--- config.mk ---
export PLATFORM = sky130hd
export DESIGN_NAME = dot4_host_driver
export DESIGN_NICKNAME = d
export VERILOG_FILES = /design/src/rtl/dot4_host_driver_pkg.sv /design/src/rtl/dot4_byte_merge.sv /design/src/rtl/dot4_host_driver.sv
export SDC_FILE = /design/constraint.sdc
export NUM_CORES = 1
export LEC_CHECK = 0
export ABC_AREA = 1
export CORE_UTILIZATION = 35
export CTS_CLUSTER_SIZE = 8
export DETAILED_ROUTE_END_ITERATION = 10
export GPL_TIMING_DRIVEN = 0
export SKIP_LAST_GASP = 1
export SLEW_MARGIN = 20
export SYNTH_ARGS = -nofsm -noshare
export SYNTH_HDL_FRONTEND = slang
export SYNTH_SLANG_ARGS = --single-unit
--- constraint.sdc ---
create_clock -name clk -period 1.5 [get_ports clk]
set_input_delay 0.3 -clock clk [delete_from_list [all_inputs] [get_ports clk]]
set_output_delay 0.3 -clock clk [all_outputs]
set_load 0.005 [all_outputs]
--- src/rtl/dot4_host_driver_pkg.sv ---
// Shared types and constants for the dot4 accelerator host driver.
// States, accelerator mode encodings and the calibration vector.
package dot4_host_driver_pkg;

    typedef enum logic [2:0] {
        ST_CAL_START,
        ST_IDLE,
        ST_LOAD_D,
        ST_LOAD_W,
        ST_SETTLE,
        ST_CAP0,
        ST_CAP1,
        ST_RESP
    } state_t;

    typedef logic [7:0] byte_t;

    localparam logic [1:0] MODE_DATA = 2'b00;
    localparam logic [1:0] MODE_WGT  = 2'b11;
    localparam logic [1:0] MODE_HOLD = 2'b10;
    localparam logic [1:0] MODE_IDLE = 2'b01;

    // Element 0 = 1, elements 3..1 = 0, for both data and weights.
    localparam logic [27:0] CAL_DATA   = 28'h000_0001;
    localparam logic [27:0] CAL_WGT    = 28'h000_0001;
    localparam logic [15:0] CAL_EXPECT = 16'h0001;
    localparam byte_t       CAL_B_LO   = CAL_EXPECT[7:0];
    localparam byte_t       CAL_B_HI   = CAL_EXPECT[15:8];

    // Pick 7-bit element k out of a packed 4-element word.
    function automatic logic [6:0] elem(
        input logic [27:0] v,
        input logic [1:0]  k
    );
        logic [6:0] e;
        unique case (k)
            2'd0: e = v[6:0];
            2'd1: e = v[13:7];
            2'd2: e = v[20:14];
            2'd3: e = v[27:21];
        endcase
        return e;
    endfunction

endpackage

--- src/rtl/dot4_byte_merge.sv ---
// Byte reassembly for the accelerator's alternating byte output.
// The toggle phase seen in calibration decides which capture is the low byte.
module dot4_byte_merge
    import dot4_host_driver_pkg::*;
(
    input  logic        ph0_i,
    input  logic        cal_ph_i,
    input  byte_t       b0_i,
    input  byte_t       b1_i,
    output logic [15:0] result_o
);

    assign result_o = (ph0_i == cal_ph_i) ? {b1_i, b0_i}
                                          : {b0_i, b1_i};

endmodule

--- src/rtl/dot4_host_driver.sv ---
// Host-side driver for a 4-element 7-bit dot-product accelerator.
// Shifts operands in, captures two result bytes, reorders them by phase.
module dot4_host_driver #(
    parameter int SETTLE = 2,
    parameter bit CAL_EN = 1'b1
) (
    input  logic        clk,
    input  logic        rst_n,
    input  logic        in_valid,
    output logic        in_ready,
    input  logic [27:0] in_data,
    input  logic [27:0] in_weights,
    output logic        out_valid,
    input  logic        out_ready,
    output logic [15:0] out_result,
    output logic [6:0]  acc_din,
    output logic [1:0]  acc_mode,
    input  logic [7:0]  acc_dout,
    output logic        cal_done,
    output logic        cal_err
);
    import dot4_host_driver_pkg::*;

    localparam int CW = 8;
    localparam logic [CW-1:0] SETTLE_LAST = CW'(SETTLE - 1);

    state_t       state_q, state_d;
    logic [CW-1:0] cnt_q, cnt_d;
    logic [27:0]  data_q, data_d;
    logic [27:0]  wgt_q, wgt_d;
    byte_t        b0_q, b0_d;
    logic         ph_q;
    logic         ph0_q, ph0_d;
    logic         cal_ph_q, cal_ph_d;
    logic         cal_done_q, cal_done_d;
    logic         cal_err_q, cal_err_d;
    logic         cal_q, cal_d;
    logic [15:0]  res_q, res_d;
    logic [15:0]  merged;

    dot4_byte_merge u_merge (
        .ph0_i    (ph0_q),
        .cal_ph_i (cal_ph_q),
        .b0_i     (b0_q),
        .b1_i     (acc_dout),
        .result_o (merged)
    );

    assign out_result = res_q;
    assign cal_done   = cal_done_q;
    assign cal_err    = cal_err_q;

    // State and datapath registers; ph free-runs to track the accel toggle.
    always_ff @(posedge clk) begin
        if (!rst_n) begin
            if (CAL_EN) state_q <= ST_CAL_START;
            else        state_q <= ST_IDLE;
            cnt_q      <= '0;
            data_q     <= '0;
            wgt_q      <= '0;
            b0_q       <= '0;
            ph_q       <= 1'b0;
            ph0_q      <= 1'b0;
            cal_ph_q   <= 1'b0;
            cal_done_q <= 1'b0;
            cal_err_q  <= 1'b0;
            cal_q      <= 1'b0;
            res_q      <= '0;
        end else begin
            state_q    <= state_d;
            cnt_q      <= cnt_d;
            data_q     <= data_d;
            wgt_q      <= wgt_d;
            b0_q       <= b0_d;
            ph_q       <= ~ph_q;
            ph0_q      <= ph0_d;
            cal_ph_q   <= cal_ph_d;
            cal_done_q <= cal_done_d;
            cal_err_q  <= cal_err_d;
            cal_q      <= cal_d;
            res_q      <= res_d;
        end
    end

    // Next-state, sequencing and accelerator drive.
    always_comb begin
        state_d    = state_q;
        cnt_d      = cnt_q;
        data_d     = data_q;
        wgt_d      = wgt_q;
        b0_d       = b0_q;
        ph0_d      = ph0_q;
        cal_ph_d   = cal_ph_q;
        cal_done_d = cal_done_q;
        cal_err_d  = cal_err_q;
        cal_d      = cal_q;
        res_d      = res_q;
        in_ready   = 1'b0;
        out_valid  = 1'b0;
        acc_din    = '0;
        acc_mode   = MODE_IDLE;

        unique case (state_q)
            ST_CAL_START: begin
                data_d  = CAL_DATA;
                wgt_d   = CAL_WGT;
                cal_d   = 1'b1;
                cnt_d   = '0;
                state_d = ST_LOAD_D;
            end
            ST_IDLE: begin
                in_ready = 1'b1;
                if (in_valid) begin
                    data_d  = in_data;
                    wgt_d   = in_weights;
                    cal_d   = 1'b0;
                    cnt_d   = '0;
                    state_d = ST_LOAD_D;
                end
            end
            ST_LOAD_D: begin
                acc_mode = MODE_DATA;
                acc_din  = elem(data_q, 2'd3 - cnt_q[1:0]);
                cnt_d    = cnt_q + 1'b1;
                if (cnt_q == CW'(3)) begin
                    cnt_d   = '0;
                    state_d = ST_LOAD_W;
                end
            end
            ST_LOAD_W: begin
                acc_mode = MODE_WGT;
                acc_din  = elem(wgt_q, 2'd3 - cnt_q[1:0]);
                cnt_d    = cnt_q + 1'b1;
                if (cnt_q == CW'(3)) begin
                    cnt_d   = '0;
                    state_d = (SETTLE == 0) ? ST_CAP0 : ST_SETTLE;
                end
            end
            ST_SETTLE: begin
                acc_mode = MODE_HOLD;
                cnt_d    = cnt_q + 1'b1;
                if (cnt_q == SETTLE_LAST) begin
                    cnt_d   = '0;
                    state_d = ST_CAP0;
                end
            end
            ST_CAP0: begin
                acc_mode = MODE_HOLD;
                b0_d     = acc_dout;
                ph0_d    = ph_q;
                state_d  = ST_CAP1;
            end
            ST_CAP1: begin
                acc_mode = MODE_HOLD;
                if (cal_q) begin
                    cal_d = 1'b0;
                    if (b0_q == CAL_B_LO && acc_dout == CAL_B_HI) begin
                        cal_ph_d   = ph0_q;
                        cal_done_d = 1'b1;
                        cal_err_d  = 1'b0;
                        state_d    = ST_IDLE;
                    end else if (b0_q == CAL_B_HI &&
                                 acc_dout == CAL_B_LO) begin
                        cal_ph_d   = ~ph0_q;
                        cal_done_d = 1'b1;
                        cal_err_d  = 1'b0;
                        state_d    = ST_IDLE;
                    end else begin
                        cal_err_d = 1'b1;
                        state_d   = ST_CAL_START;
                    end
                end else begin
                    res_d   = merged;
                    state_d = ST_RESP;
                end
            end
            ST_RESP: begin
                out_valid = 1'b1;
                if (out_ready) state_d = ST_IDLE;
            end
        endcase
    end

endmodule

==> results of run 1 <==
-- sequential cells by signal (all words and copies together), names as in the netlist --
name / count
b0_q: 8
data_q: 28
ph_q: 1
cal_done: 1
state_q: 3
cnt_q: 8
out_result: 16
wgt_q: 28
cal_q: 1
cal_err: 1
ph0_q: 1
cal_ph_q: 1
-- per-stage QoR --
stage	hold slack, ps	setup WS, ps	utilization [%]	std cells	total power, W
finish	340	-601	59.9	961	0.0105
global route	362	-620	59.9	961	0.0110
CTS	397	-572	53.1	946	0.00935
detailed placement	402	-823	46.1	901	0.00587
global placement	399	-826	46.1	901	0.00584
floorplan	387	7.84	-	638	0.00487
-- cell type report --
cell class / instances / share of cell area (%)
tap: 168 / 2.87
sequential: 97 / 26.8
timing repair buffer: 138 / 19.3
clock buffer: 11 / 3.46
multi-input combinational: 477 / 40.0
timing repair inverter: 2 / 0.376
buffer: 32 / 4.16
clock inverter: 5 / 1.06
inverter: 31 / 2.00
-- worst max path at each step --
stage | startpoint | endpoint | slack (ps) | depth (start not counted)
floorplan | cnt_q[0] | acc_din[3] | 8 | 7
global placement | cnt_q[0] | acc_din[5] | -830 | 8
detailed placement | state_q[2] | acc_din[1] | -820 | 7
CTS | cnt_q[0] | acc_din[5] | -570 | 9
global route | cnt_q[0] | acc_din[0] | -620 | 9
finish | cnt_q[0] | acc_din[3] | -600 | 10
-- layer usage --
layer / up-vias / GRT usage, % / share of wire [%]
li1: 2406 / - / -
met1: 2253 / 26.0 / 44
met2: 152 / 34.9 / 49
met3: 26 / 2.95 / 4.4
met4: 0 / 11.9 / 2.6
met5: - / 0 / 0
-- tightest hold or removal path: stages --
cell and delay [ps]:
dlymetal6s2s_1 180, nand2_1 90, a31oi_1 70
-- cell usage in the layout (no fill, tap or decap), types with 4 or more instances in the layout --
master and count:
clkdlybuf4s50_1 69, a31oi_4 4, nand3_2 6, o21ai_1 9, a21oi_1 39, nor2_1 39, buf_2 13, buf_6 13
nand2_1 181, nand2_4 39, a31oi_1 20, nand3_1 19, clkbuf_1 10, dfxtp_1 91, a21oi_2 42, dlymetal6s2s_1 15
nand2_2 9, nor2_4 7, dfxtp_4 5, clkbuf_8 5, clkbuf_16 15, o21ai_0 21, nand4_1 6, ha_4 4
o211ai_1 9, buf_4 29, inv_4 4, inv_1 20, buf_8 7, nor2_2 5, inv_2 5
-- timing repair --
item,in CTS,in global routing
gates cloned,3,7
setup buffers,26,9
pin swaps,27,56
gates resized for setup,127,185
endpoints found under the setup margin,72,100
-- cells by family after synthesis --
kind of cell / after synthesis / share of synthesized area [%]
buf+inv: 64 / 6.72
flops: 97 / 43.6
simple gates: 318 / 29.3
fa+ha+maj: 4 / 1.12
compound gates: 154 / 19.0
xor+xnor: 1 / 0.197
-- power by group through the flow --
stage / clock (W) / combinational (W) / sequential (W)
after floorplan: 0 / 0.00177 / 0.00309
final: 0.00253 / 0.00484 / 0.00314
after global placement: 0 / 0.00269 / 0.00315
after CTS: 0.00256 / 0.00367 / 0.00312
after detailed placement: 0 / 0.00271 / 0.00316
after global routing: 0.00267 / 0.00515 / 0.00317
==> summary.md, run 1 <==
| Metric | Value |
|---|---|
| Maxcap violations | `0` |
| RSZ-0062 raised after global routing | `yes` |
| ANT nets after route | `0` |
| Leak pwr | `3.20 nW` |
| Crit-path cells | `buf_12, inv_8, ha_4, buf_8, buf_6, nand2_2, nand3_2, o211ai_1, nand2_1, buf_2` |
| Crit. End Element | `output pin` |
| Initial antenna violation count | `0` |
| Worst EP arrival | `1800 ps` |
| Distinct cell type count after synthesis | `30` |
| Failing checks | `negative setup slack` |
| H-tree levels | `3` |
| Die area | `13200 sq um` |
| Number of synthesized flops with an enable pin | `0` |
| DIE WIDTH | `115 microns` |
| Root buf cell | `clkbuf_16` |
| Hold buffers post-CTS | `0` |
| Syn_nets | `710` |
| Final Wtd Congestion | `0.835` |
| Hold Path Origin | `acc_dout[1]` |
| Main synth FF type | `dfxtp_1` |
| Worst-path clk slew | `70 ps` |
| Crit Path Category | `reg -> out` |
| Peak supply drop | `0.804 mV` |
| Sw Ratio | `36.8%` |
| Footprint of the multi-input gates | `2920 sq um` |
| Crit path max fanout | `6` |
| Warnings, synthesis | `0` |
| Slew HR | `53.9%` |
| Rows | `40` |
| Sequential Power Share | `29.9%` |
| Register area share after synthesis | `43.6%` |
| DRT Pass-1 Iters | `4` |
| WP data required | `1200 ps` |
| PD cells | `1440 nW/um^2` |
| Worst-Margin Slew | `692 ps` |
| Fin. Hold Viols | `0` |
| TNS Setup | `-5630 ps` |
| Final setup fails | `57` |
| Final WS setup | `-601 ps` |
| Largest stage delay, worst path | `400 ps` |
| Final period utilization | `140%` |
| Layout cells sized above 1 | `30.1%` |
| Number of global-route vias before repair | `4491` |
| Post-Route WL | `14800 microns` |
| HPWL after DPL | `9410 microns` |
| Post-DP Area | `5620 sq um` |
| All-Layer GR Usage | `20.9%` |
| Max-slew violation count | `0` |
| Post-Syn Instances | `638` |
| Synth top area share | `43.6%` |
| Via count | `4837` |
| Hold crit path type | `in -> reg` |
| Global-route wire length before repair | `21400 microns` |
| Largest net degree at the start of global routing | `16` |
| Leading area contributor after synthesis | `dfxtp_1` |
| Clk_lat worst skew | `340 ps` |
| Logic pwr share | `46.0%` |
| DR WL/cell | `15.4 microns` |
| Residual DRC | `0` |
| Synth Register Bits | `97` |
| WHS Endpoint | `out_result[9]` |
| Cell area after synthesis | `4450 sq um` |
| CORE AREA | `12200 sq um` |
| Worst r2r src | `state_q[1]` |
| Syn-to-layout area delta | `64.3%` |
| Async SR Flop Fraction | `0%` |
| Post-Syn Area per Cell | `6.97 sq um` |
| Pint | `0.00664 W` |
| Die H | `115 microns` |
| TritonCTS Buffers | `9` |
| Reg-to-Reg End | `wgt_q[0]` |
| Worst reg-to-reg path cell count | `10` |
| Most numerous cell in the Yosys netlist | `nand2_1` |
| Commonest cells post-synth | `227 x nand2_1, 97 x dfxtp_1, 83 x a21oi_1` |
| Total Nets Final | `860` |
| Top cells by area, synth | `dfxtp_1 44%, nand2_1 19%, a21oi_1 9.3%` |
| Buffer and inverter count on the worst path | `5` |
| Status | `finished with violations` |
| Clk sinks | `97` |
| CTS tree | `done` |
| Max Fclk | `476 MHz` |
| Fill count | `1098` |
| Sw Pwr | `0.00387 W` |
| Worst Setup Start Kind | `flop` |
| Total grt overflow | `0` |
| R2r setup slk | `-130 ps` |
| Hold path depth | `3` |
| Clock share of power | `24.1%` |
| Port Buffer Count | `95` |
| Reg area | `1960 sq um` |
| Worst clock skew | `4.52 ps` |
| IO Count | `97` |
| Slowest-stage cell, CP | `dfxtp_4` |
| Number of vias per cell | `5.03` |
| Starting density of the core | `36.4%` |
| CTS max path bufs | `2` |
| Kind of cell adding the most delay to the critical path | `buffers and inverters` |
| Cell area after layout | `7310 sq um` |
| # diodes | `0` |
| DR iter-0 viols | `261` |
| Final period demand of the worst path | `2100 ps` |
Note: power is estimated with default switching activity, not from simulation.
==> inputs of run 2 (changes only) <==
--- a/config.mk
+++ b/config.mk
@@ -9,7 +9,6 @@
 export CORE_UTILIZATION = 35
 export CTS_CLUSTER_SIZE = 8
 export DETAILED_ROUTE_END_ITERATION = 10
-export GPL_TIMING_DRIVEN = 0
 export SKIP_LAST_GASP = 1
 export SLEW_MARGIN = 20
 export SYNTH_ARGS = -nofsm -noshare
==> summary.md, run 2 (synthesis gave the netlist of run 1 again) <==
| Metric | Value |
|---|---|
| Status | `finished with violations (unchanged)` |
| Failing checks | `negative setup slack (unchanged)` |
| HPWL after DPL | `9060 microns (was 9410 microns)` |
| Crit. End Element | `output pin (unchanged)` |
| Final setup fails | `37 (was 57)` |
| Post-Route WL | `14200 microns (was 14800 microns)` |
| Die H | `115 microns (unchanged)` |
| Final WS setup | `-503 ps (was -601 ps)` |
| WHS | `415 ps (was 340 ps)` |
| Reg-to-Reg End | `data_q[26] (was wgt_q[0])` |
| Total grt overflow | `0 (unchanged)` |
| Largest net degree at the start of global routing | `55 (was 16)` |
| Final period demand of the worst path | `2000 ps (was 2100 ps)` |
| Residual DRC | `0 (unchanged)` |
| DIE WIDTH | `115 microns (unchanged)` |
| ANT nets after route | `0 (unchanged)` |
| Commonest cells after routing, fill and taps aside | `208 x nand2_1, 90 x dfxtp_1, 70 x clkdlybuf4s50_1 (was 181 x nand2_1, 91 x dfxtp_1, 69 x clkdlybuf4s50_1)` |
| CTS max path bufs | `2 (unchanged)` |
| RSZ-0062 raised after global routing | `yes (unchanged)` |
| Via count | `4833 (was 4837)` |
| Starting density of the core | `36.4% (unchanged)` |
| Global-route wire length before repair | `21900 microns (was 21400 microns)` |
| Worst-Margin Slew | `438 ps (was 692 ps)` |
| Rows | `40 (unchanged)` |
| CTS tree | `done (unchanged)` |
| Worst clock skew | `8.98 ps (was 4.52 ps)` |
| Fill count | `1126 (was 1098)` |
| Place WS | `-508 ps (was -823 ps)` |
| # diodes | `0 (unchanged)` |
| Leak pwr | `2.86 nW (was 3.20 nW)` |
| Fin. Hold Viols | `0 (unchanged)` |
| Final Wtd Congestion | `0.932 (was 0.835)` |
| Hold Path Origin | `ph_q (was acc_dout[1])` |
| Cell area after layout | `6930 sq um (was 7310 sq um)` |
| Hold path depth | `1 (was 3)` |
| DR iter-0 viols | `238 (was 261)` |
| Worst r2r src | `state_q[1] (unchanged)` |
| Worst reg-to-reg path cell count | `11 (was 10)` |
| Peak supply drop | `0.784 mV (was 0.804 mV)` |
| Layout cells sized above 1 | `25.1% (was 30.1%)` |
| Max Fclk | `499 MHz (was 476 MHz)` |
| Commonest non-fill, non-tap cell in the layout | `nand2_1 (unchanged)` |
| H-tree levels | `3 (unchanged)` |
| Initial antenna violation count | `0 (unchanged)` |
| Final period utilization | `134% (was 140%)` |
| WHS Endpoint | `ph_q (was out_result[9])` |
| Maxcap violations | `0 (unchanged)` |
| WP data required | `1200 ps (about the same)` |
| TritonCTS Buffers | `9 (unchanged)` |
| Hold crit path type | `reg -> reg (was in -> reg)` |
| Worst Setup Start Kind | `flop (unchanged)` |
| Worst-path clk slew | `70 ps (about the same)` |
| Crit path max fanout | `7 (was 6)` |
| Non-Filler Instances | `954 (was 961)` |
| Number of vias per cell | `5.07 (was 5.03)` |
| Number of global-route vias before repair | `4640 (was 4491)` |
| Clk_lat worst skew | `350 ps (was 340 ps)` |
| Clk sinks | `97 (unchanged)` |
| Crit Path Category | `reg -> out (unchanged)` |
| Slew HR | `70.8% (was 53.9%)` |
| Syn-to-layout area delta | `55.8% (was 64.3%)` |
| DRT Pass-1 Iters | `6 (was 4)` |
| CORE AREA | `12200 sq um (unchanged)` |
| Root buf cell | `clkbuf_16 (unchanged)` |
| Post-DP Area | `5880 sq um (was 5620 sq um)` |
| DR WL/cell | `14.9 microns (was 15.4 microns)` |
| Total Nets Final | `853 (was 860)` |
| R2r setup slk | `-40 ps (was -130 ps)` |
| IO Count | `97 (unchanged)` |
| Max-slew violation count | `0 (unchanged)` |
| Die area | `13200 sq um (unchanged)` |
| Port Buffer Count | `96 (was 95)` |
| All-Layer GR Usage | `21.2% (was 20.9%)` |
| Worst EP arrival | `1700 ps (was 1800 ps)` |
| Placed cell count | `918 (was 901)` |
| PD cells | `1380 nW/um^2 (was 1440 nW/um^2)` |
| Post-layout util | `56.8% (was 59.9%)` |
run 2: cell types whose count changed in the layout (fill, tap and decap cells not counted), sizes merged:
| cell | change |
|---|---|
| buf | +11 |
| dlymetal6s2s | -1 |
| clkinv | -2 |
| clkinvlp | +3 |
| bufinv | -2 |
| dlygate4sd2 | +1 |
| clkdlybuf4s50 | +1 |
| clkbuf | -18 |
run 2: how the worst max path moves through the flow:
stage / start / endpoint / slack, ps / depth (start not counted)
2_1_floorplan: cnt_q[0] / acc_din[3] / 8 / 7
3_3_place_gp: cnt_q[1] / acc_din[0] / -490 / 8
3_5_place_dp: cnt_q[0] / acc_din[5] / -510 / 8
4_1_cts: cnt_q[1] / acc_din[0] / -450 / 8
5_1_grt: cnt_q[1] / acc_din[6] / -550 / 8
6_report: cnt_q[1] / acc_din[1] / -500 / 8
run 2: what timing repair did:
item | CTS | global route
cloned | 3 | 4
pin swaps | 25 | 24
setup buffers | 9 | 8
hold buffers | 0 | 0
endpoints found under the setup margin | 76 | 96
resized for setup | 105 | 96
run 2: metrics by stage:
step / TNS, ps / power, W
floorplan: 0 / 0.00487
global placement: -9920 / 0.00618
detailed placement: -10890 / 0.00622
CTS: -3530 / 0.00888
global route: -7720 / 0.0101
finish: -3780 / 0.00955
run 2: where the power goes:
group          switching [W]  leakage, nW  internal (W)
registers           0.000242        0.789       0.00288
logic                0.00231         1.94       0.00193
clock network        0.00102        0.131       0.00117
run 2: final cells by class:
type	count	area [sq um]	area share, %
clock inverters	6	41.3	0.595
inverters	31	141	2.04
multi-input cells	477	2590	37.4
clock buffers	10	239	3.45
flip-flops and latches	97	1960	28.2
repair buffers	165	1750	25.3
well taps	168	210	3.03
run 2: per-layer routing:
layer	GRT usage [%]	wire length (microns)	vias up
met5	0	0	-
met4	7.10	347	0
met3	4.32	739	28
met2	37.7	7090	159
met1	25.6	6060	2253
li1	-	-	2393
run 2: critical path: stages, from the launching register on:
cell and delay, ps:
dfxtp_4 400, inv_4 60, ha_4 170, buf_6 140, a21oi_2 150, a31oi_2 120
o21ai_1 100, nand2_1 80, buf_2 130
